`src/rtl/cmp_result_monitor.sv`:
```
// ---------------------------------------------------------------------------
// cmp_result_monitor
//
// Registered consumer of a 2-bit magnitude comparator's result flags.
// On each valid strobe it checks that exactly one flag is set. It keeps
// saturating per-outcome event counters and tracks the last good result.
// It also pulses streak_eq when STREAK_LEN consecutive good "equal"
// results have been seen. Runs do not overlap.
//
// Parameters
//   CNT_W       width of each event counter (>= 2)
//   STREAK_LEN  consecutive equal results that fire streak_eq (2..255)
//
// Ports
//   clk          rising-edge clock
//   rst          synchronous active-high reset (highest priority)
//   in_valid     comparator flags are meaningful this cycle
//   A_less_B     comparator flag, A < B
//   A_equal_B    comparator flag, A == B
//   A_greater_B  comparator flag, A > B
//   clear        synchronous clear; beats in_valid and drops that sample
//   lt_count     accepted "less" samples, saturating
//   eq_count     accepted "equal" samples, saturating
//   gt_count     accepted "greater" samples, saturating
//   last_result  00 none/invalid, 01 less, 10 equal, 11 greater
//   flag_err     sticky: a valid sample was not exactly one-hot
//   sat          sticky: some counter reached its maximum
//   streak_eq    one-cycle pulse when an equal run completes
// ---------------------------------------------------------------------------
module cmp_result_monitor #(
    parameter int unsigned CNT_W      = 8,
    parameter int unsigned STREAK_LEN = 4
) (
    input  logic             clk,
    input  logic             rst,
    input  logic             in_valid,
    input  logic             A_less_B,
    input  logic             A_equal_B,
    input  logic             A_greater_B,
    input  logic             clear,
    output logic [CNT_W-1:0] lt_count,
    output logic [CNT_W-1:0] eq_count,
    output logic [CNT_W-1:0] gt_count,
    output logic [1:0]       last_result,
    output logic             flag_err,
    output logic             sat,
    output logic             streak_eq
);

    localparam int unsigned RUN_W = (STREAK_LEN > 1) ? $clog2(STREAK_LEN) : 1;
    localparam logic [CNT_W-1:0] CNT_MAX  = {CNT_W{1'b1}};
    localparam logic [RUN_W-1:0] RUN_LAST = RUN_W'(STREAK_LEN - 1);

    localparam logic [1:0] RES_NONE = 2'b00;
    localparam logic [1:0] RES_LT   = 2'b01;
    localparam logic [1:0] RES_EQ   = 2'b10;
    localparam logic [1:0] RES_GT   = 2'b11;

    // ------------------------------------------------------------------
    // Registers
    // ------------------------------------------------------------------
    logic [CNT_W-1:0] lt_q, lt_d;
    logic [CNT_W-1:0] eq_q, eq_d;
    logic [CNT_W-1:0] gt_q, gt_d;
    logic [1:0]       last_q, last_d;
    logic             err_q, err_d;
    logic             sat_q, sat_d;
    logic             streak_q, streak_d;
    logic [RUN_W-1:0] run_q, run_d;

    // ------------------------------------------------------------------
    // Sample decode
    // ------------------------------------------------------------------
    logic [2:0] flags;
    logic       good_lt;
    logic       good_eq;
    logic       good_gt;
    logic       bad_sample;
    logic       accept;

    assign flags  = {A_less_B, A_equal_B, A_greater_B};
    // clear drops the sample presented in the same cycle
    assign accept = in_valid && !clear;

    // Classify the flags; anything not exactly one-hot is a bad sample
    always_comb begin
        good_lt    = 1'b0;
        good_eq    = 1'b0;
        good_gt    = 1'b0;
        bad_sample = 1'b0;
        if (accept) begin
            unique case (flags)
                3'b100:  good_lt    = 1'b1;
                3'b010:  good_eq    = 1'b1;
                3'b001:  good_gt    = 1'b1;
                default: bad_sample = 1'b1;
            endcase
        end
    end

    // ------------------------------------------------------------------
    // Saturating event counters
    // ------------------------------------------------------------------
    always_comb begin
        lt_d = lt_q;
        eq_d = eq_q;
        gt_d = gt_q;
        if (clear) begin
            lt_d = '0;
            eq_d = '0;
            gt_d = '0;
        end else begin
            if (good_lt && (lt_q != CNT_MAX)) lt_d = lt_q + CNT_W'(1);
            if (good_eq && (eq_q != CNT_MAX)) eq_d = eq_q + CNT_W'(1);
            if (good_gt && (gt_q != CNT_MAX)) gt_d = gt_q + CNT_W'(1);
        end
    end

    // Sticky saturation flag, set on the edge a counter reaches max
    always_comb begin
        sat_d = sat_q;
        if (clear) begin
            sat_d = 1'b0;
        end else if ((lt_d == CNT_MAX) || (eq_d == CNT_MAX) || (gt_d == CNT_MAX)) begin
            sat_d = 1'b1;
        end
    end

    // ------------------------------------------------------------------
    // Last result and sticky error flag
    // ------------------------------------------------------------------
    always_comb begin
        last_d = last_q;
        err_d  = err_q;
        if (clear) begin
            last_d = RES_NONE;
            err_d  = 1'b0;
        end else if (accept) begin
            if (good_lt) begin
                last_d = RES_LT;
            end else if (good_eq) begin
                last_d = RES_EQ;
            end else if (good_gt) begin
                last_d = RES_GT;
            end else begin
                last_d = RES_NONE;
                err_d  = 1'b1;
            end
        end
    end

    // ------------------------------------------------------------------
    // Equal-streak state machine: state is the run length so far
    // ------------------------------------------------------------------
    logic streak_hit;

    // Next-state logic
    always_comb begin
        run_d = run_q;
        if (clear) begin
            run_d = '0;
        end else if (good_eq) begin
            // A completed run restarts from zero so runs never overlap
            run_d = (run_q == RUN_LAST) ? '0 : run_q + RUN_W'(1);
        end else if (good_lt || good_gt || bad_sample) begin
            run_d = '0;
        end
    end

    // Output logic: completing sample of a run
    always_comb begin
        streak_hit = 1'b0;
        if (good_eq && (run_q == RUN_LAST)) begin
            streak_hit = 1'b1;
        end
    end

    // Pulse is registered and lasts one cycle; clear already masks good_eq
    always_comb begin
        streak_d = streak_hit;
    end

    // ------------------------------------------------------------------
    // State register
    // ------------------------------------------------------------------
    always_ff @(posedge clk) begin
        if (rst) begin
            lt_q     <= '0;
            eq_q     <= '0;
            gt_q     <= '0;
            last_q   <= RES_NONE;
            err_q    <= 1'b0;
            sat_q    <= 1'b0;
            streak_q <= 1'b0;
            run_q    <= '0;
        end else begin
            lt_q     <= lt_d;
            eq_q     <= eq_d;
            gt_q     <= gt_d;
            last_q   <= last_d;
            err_q    <= err_d;
            sat_q    <= sat_d;
            streak_q <= streak_d;
            run_q    <= run_d;
        end
    end

    assign lt_count    = lt_q;
    assign eq_count    = eq_q;
    assign gt_count    = gt_q;
    assign last_result = last_q;
    assign flag_err    = err_q;
    assign sat         = sat_q;
    assign streak_eq   = streak_q;

endmodule

```
`config.mk`:
```
export PLATFORM = sky130hd
export DESIGN_NAME = cmp_result_monitor
export DESIGN_NICKNAME = d
export VERILOG_FILES = /design/src/rtl/cmp_result_monitor.sv
export SDC_FILE = /design/constraint.sdc
export NUM_CORES = 1
export LEC_CHECK = 0
export CORE_MARGIN = 2
export CORE_UTILIZATION = 51
export CTS_CLUSTER_SIZE = 40
export DETAILED_ROUTE_END_ITERATION = 8
export HOLD_SLACK_MARGIN = 0.1
export PLACE_DENSITY = 0.75
export SYNTH_ARGS = -nofsm -noshare
export SYNTH_HDL_FRONTEND = slang
export SYNTH_SLANG_ARGS = --single-unit
```
`constraint.sdc`:
```
create_clock -name clk -period 2.7 [get_ports clk]
set_input_delay 0.54 -clock clk [delete_from_list [all_inputs] [get_ports clk]]
set_output_delay 0.54 -clock clk [all_outputs]
set_load 0.03 [all_outputs]
```
==> impl_metrics.ini <==
[sta]
fin_crit_sh_pct = 92.6
rsz0062_at_grt = no
hold_violations = 0
setup_ws_ns = 0.201
drv_slew = 0
setup_viol = 0
clock_skew_ns = 0.00593
fin_setup_tns_ns = 0
worstMarginPinSlew_ns = 0.498
finalHoldWorstSlack_ns = 0.467
slew_headroom_pct = 65.9
period_needed_ns = 2.50
fmax_mhz = 400

[synth]
synth_edf_count = 0
ys_seq_area_share_pct = 34.2
yosys_warnings = 0
synth-seq-cells = 31
synth_top_area_share_pct = 34.2
ys.flop_type = dfxtp_1
synthCells = 218
ys_types = 51
yosys-top-cells-area = dfxtp_1, nor2_1, nand2_1
async_flop_share_pct = 0
synth_top_cell_by_area = dfxtp_1
syn-cell-area_um2 = 1820
syn_avg_cell_area_um2 = 8.33
synthesis.nets = 229

[critical_path]
reg2reg_from = lt_count[0]
cp_data_arrival_time_ns = 2.78
cp_top_family = simple AND/OR/NAND/NOR gates
crit_type = input port to register
crit_required_ns = 2.98
cp-start-kind = input port
worst-r2r-setup-slack_ns = 0.43
rr_worst_depth = 7
critical_path.max_stage_delay_ns = 0.50
path_max_fanout = 4
path_cells = clkdlybuf4s50_1, nor4b_4, nand4_1, mux2i_1, or4_1, a2111oi_1, a211o_1
crit_buf_inv = 1
endpoint_kind = register
slowest_stage = clkdlybuf4s50_1
r2r-end = sat

[hold_path]
holdPathEnd = run_q[1]
hold_depth = 2
hold_class = register to register
hold_start = run_q[1]

[cts]
cts.sinks = 31
clk_latency_ns = 0.33
cts_buffers = 5
cts.repair.resized = 0
htreeDepth = 2
cts_hold_buf = 0
cts_tree = done
postCtsSetupRepairBufs = 0
cts_root_buf = clkbuf_4
path_clk_slew_ns = 0.09
cts.path.max_buffers = 2

[finish]
final_common_cell = clkdlybuf4s50_1
drive_gt1_share_pct = 14.1
postLayoutCellArea_um2 = 2420
antenna_cells = 0
layout_common_cells = clkdlybuf4s50_1, dfxtp_1, buf_4
fillers = 285
area_growth_pct = 33.2
final_util_pct = 71.4
instances_no_fill = 322
nets = 288

[routing]
wire_per_inst_um = 13.7
drt_pass1_iterations = 4
first_iter_violations = 76
wirelength_um = 4410
vias = 1835
viasPerCell = 5.70
ant_nets = 0
drc = 0

[place]
dp_slack_ns = -0.121
dpl_cell_area_um2 = 2380
hpwl_um = 3230
numPortBuffers = 35
routabilityCongestion = 0.888
dp_cells = 316

[flow_run]
max_cap_viol_count = 0

[global_routing]
antenna_found_initial = 0
grt_usage_pct = 23.8
grt_max_degree = 19
overflow = 0
grt_pass1_wl_um = 7590
grt_pass1_vias = 1661

[pwr]
power.leakage_nw = 0.846
vdd_drop_max_uv = 177
p_per_area_nw_per_um2 = 321
finalPower_uw = 777

[floorplanning]
num_rows = 21
die-area_um2 = 4050
ios = 36
die_height_um = 63.7
coreArea_um2 = 3390
start_util_pct = 53.6
die_w_um = 63.7

[run_status]
status = complete, no violations
[registers in the layout, summed over array words and instances, names as in the netlist]
register,flops
last_result,2
eq_count,8
sat,1
flag_err,1
lt_count,8
gt_count,8
run_q,2
streak_eq,1
[tightest hold or removal path: stages, from the launching register on]
cell and delay (ns):
dfxtp_1 0.32, nand2_1 0.06, a21oi_1 0.05
[report_power, final]
part | internal, mW | switching, mW | leakage (nW)
logic | 0.0349 | 0.0382 | 0.572
clock network | 0.0925 | 0.152 | 0.0242
registers | 0.458 | 0.00127 | 0.250
[cell usage after synthesis (all sizes together), types with 6 or more instances]
master,number
xor2,6
nand3,10
clkbuf,7
a31oi,6
nand2,17
and3,8
a21oi,8
dfxtp,31
nand4,8
nor2,24
nor2b,6
inv,9
[layer usage]
| layer | part of all wire, % | up-vias | wire length [um] | global-route usage (%) |
|---|---|---|---|---|
| met1 | 48 | 836 | 2110 | 30.7 |
| met3 | 5.9 | 4 | 258 | 7.14 |
| li1 | - | 932 | - | - |
| met4 | 1.0 | 0 | 44 | 8.70 |
| met5 | 0 | - | 0 | 0 |
| met2 | 45 | 63 | 2000 | 37.5 |
[cell type report]
| class | count | area, um^2 | share of cell area, % |
|---|---|---|---|
| well taps | 46 | 57.6 | 2.38 |
| repair buffers | 60 | 538 | 22.2 |
| flip-flops and latches | 31 | 621 | 25.7 |
| inverters | 9 | 33.8 | 1.40 |
| clock buffers | 6 | 41.3 | 1.71 |
| multi-input cells | 170 | 1130 | 46.6 |
[how the worst max path moves through the flow]
stage	cells past startpoint	to	from
after global placement	7	sat	clear
final	7	sat	A_greater_B
after CTS	7	sat	clear
after floorplan	7	sat	clear
after detailed placement	7	sat	clear
after global routing	7	sat	A_equal_B
[kinds of logic after synthesis]
kind of cell             after synthesis  synth area share [%]
buffers and inverters                 17                  3.72
XOR/XNOR                               9                  4.34
AND/OR/NAND/NOR                      110                  35.0
AO/OA/AOI/OAI                         42                  17.2
flip-flops                            31                  34.2
adder cells (fa/ha/maj)                4                  2.76
multiplexers                           5                  2.76
Power figures use the tool's default switching activity.
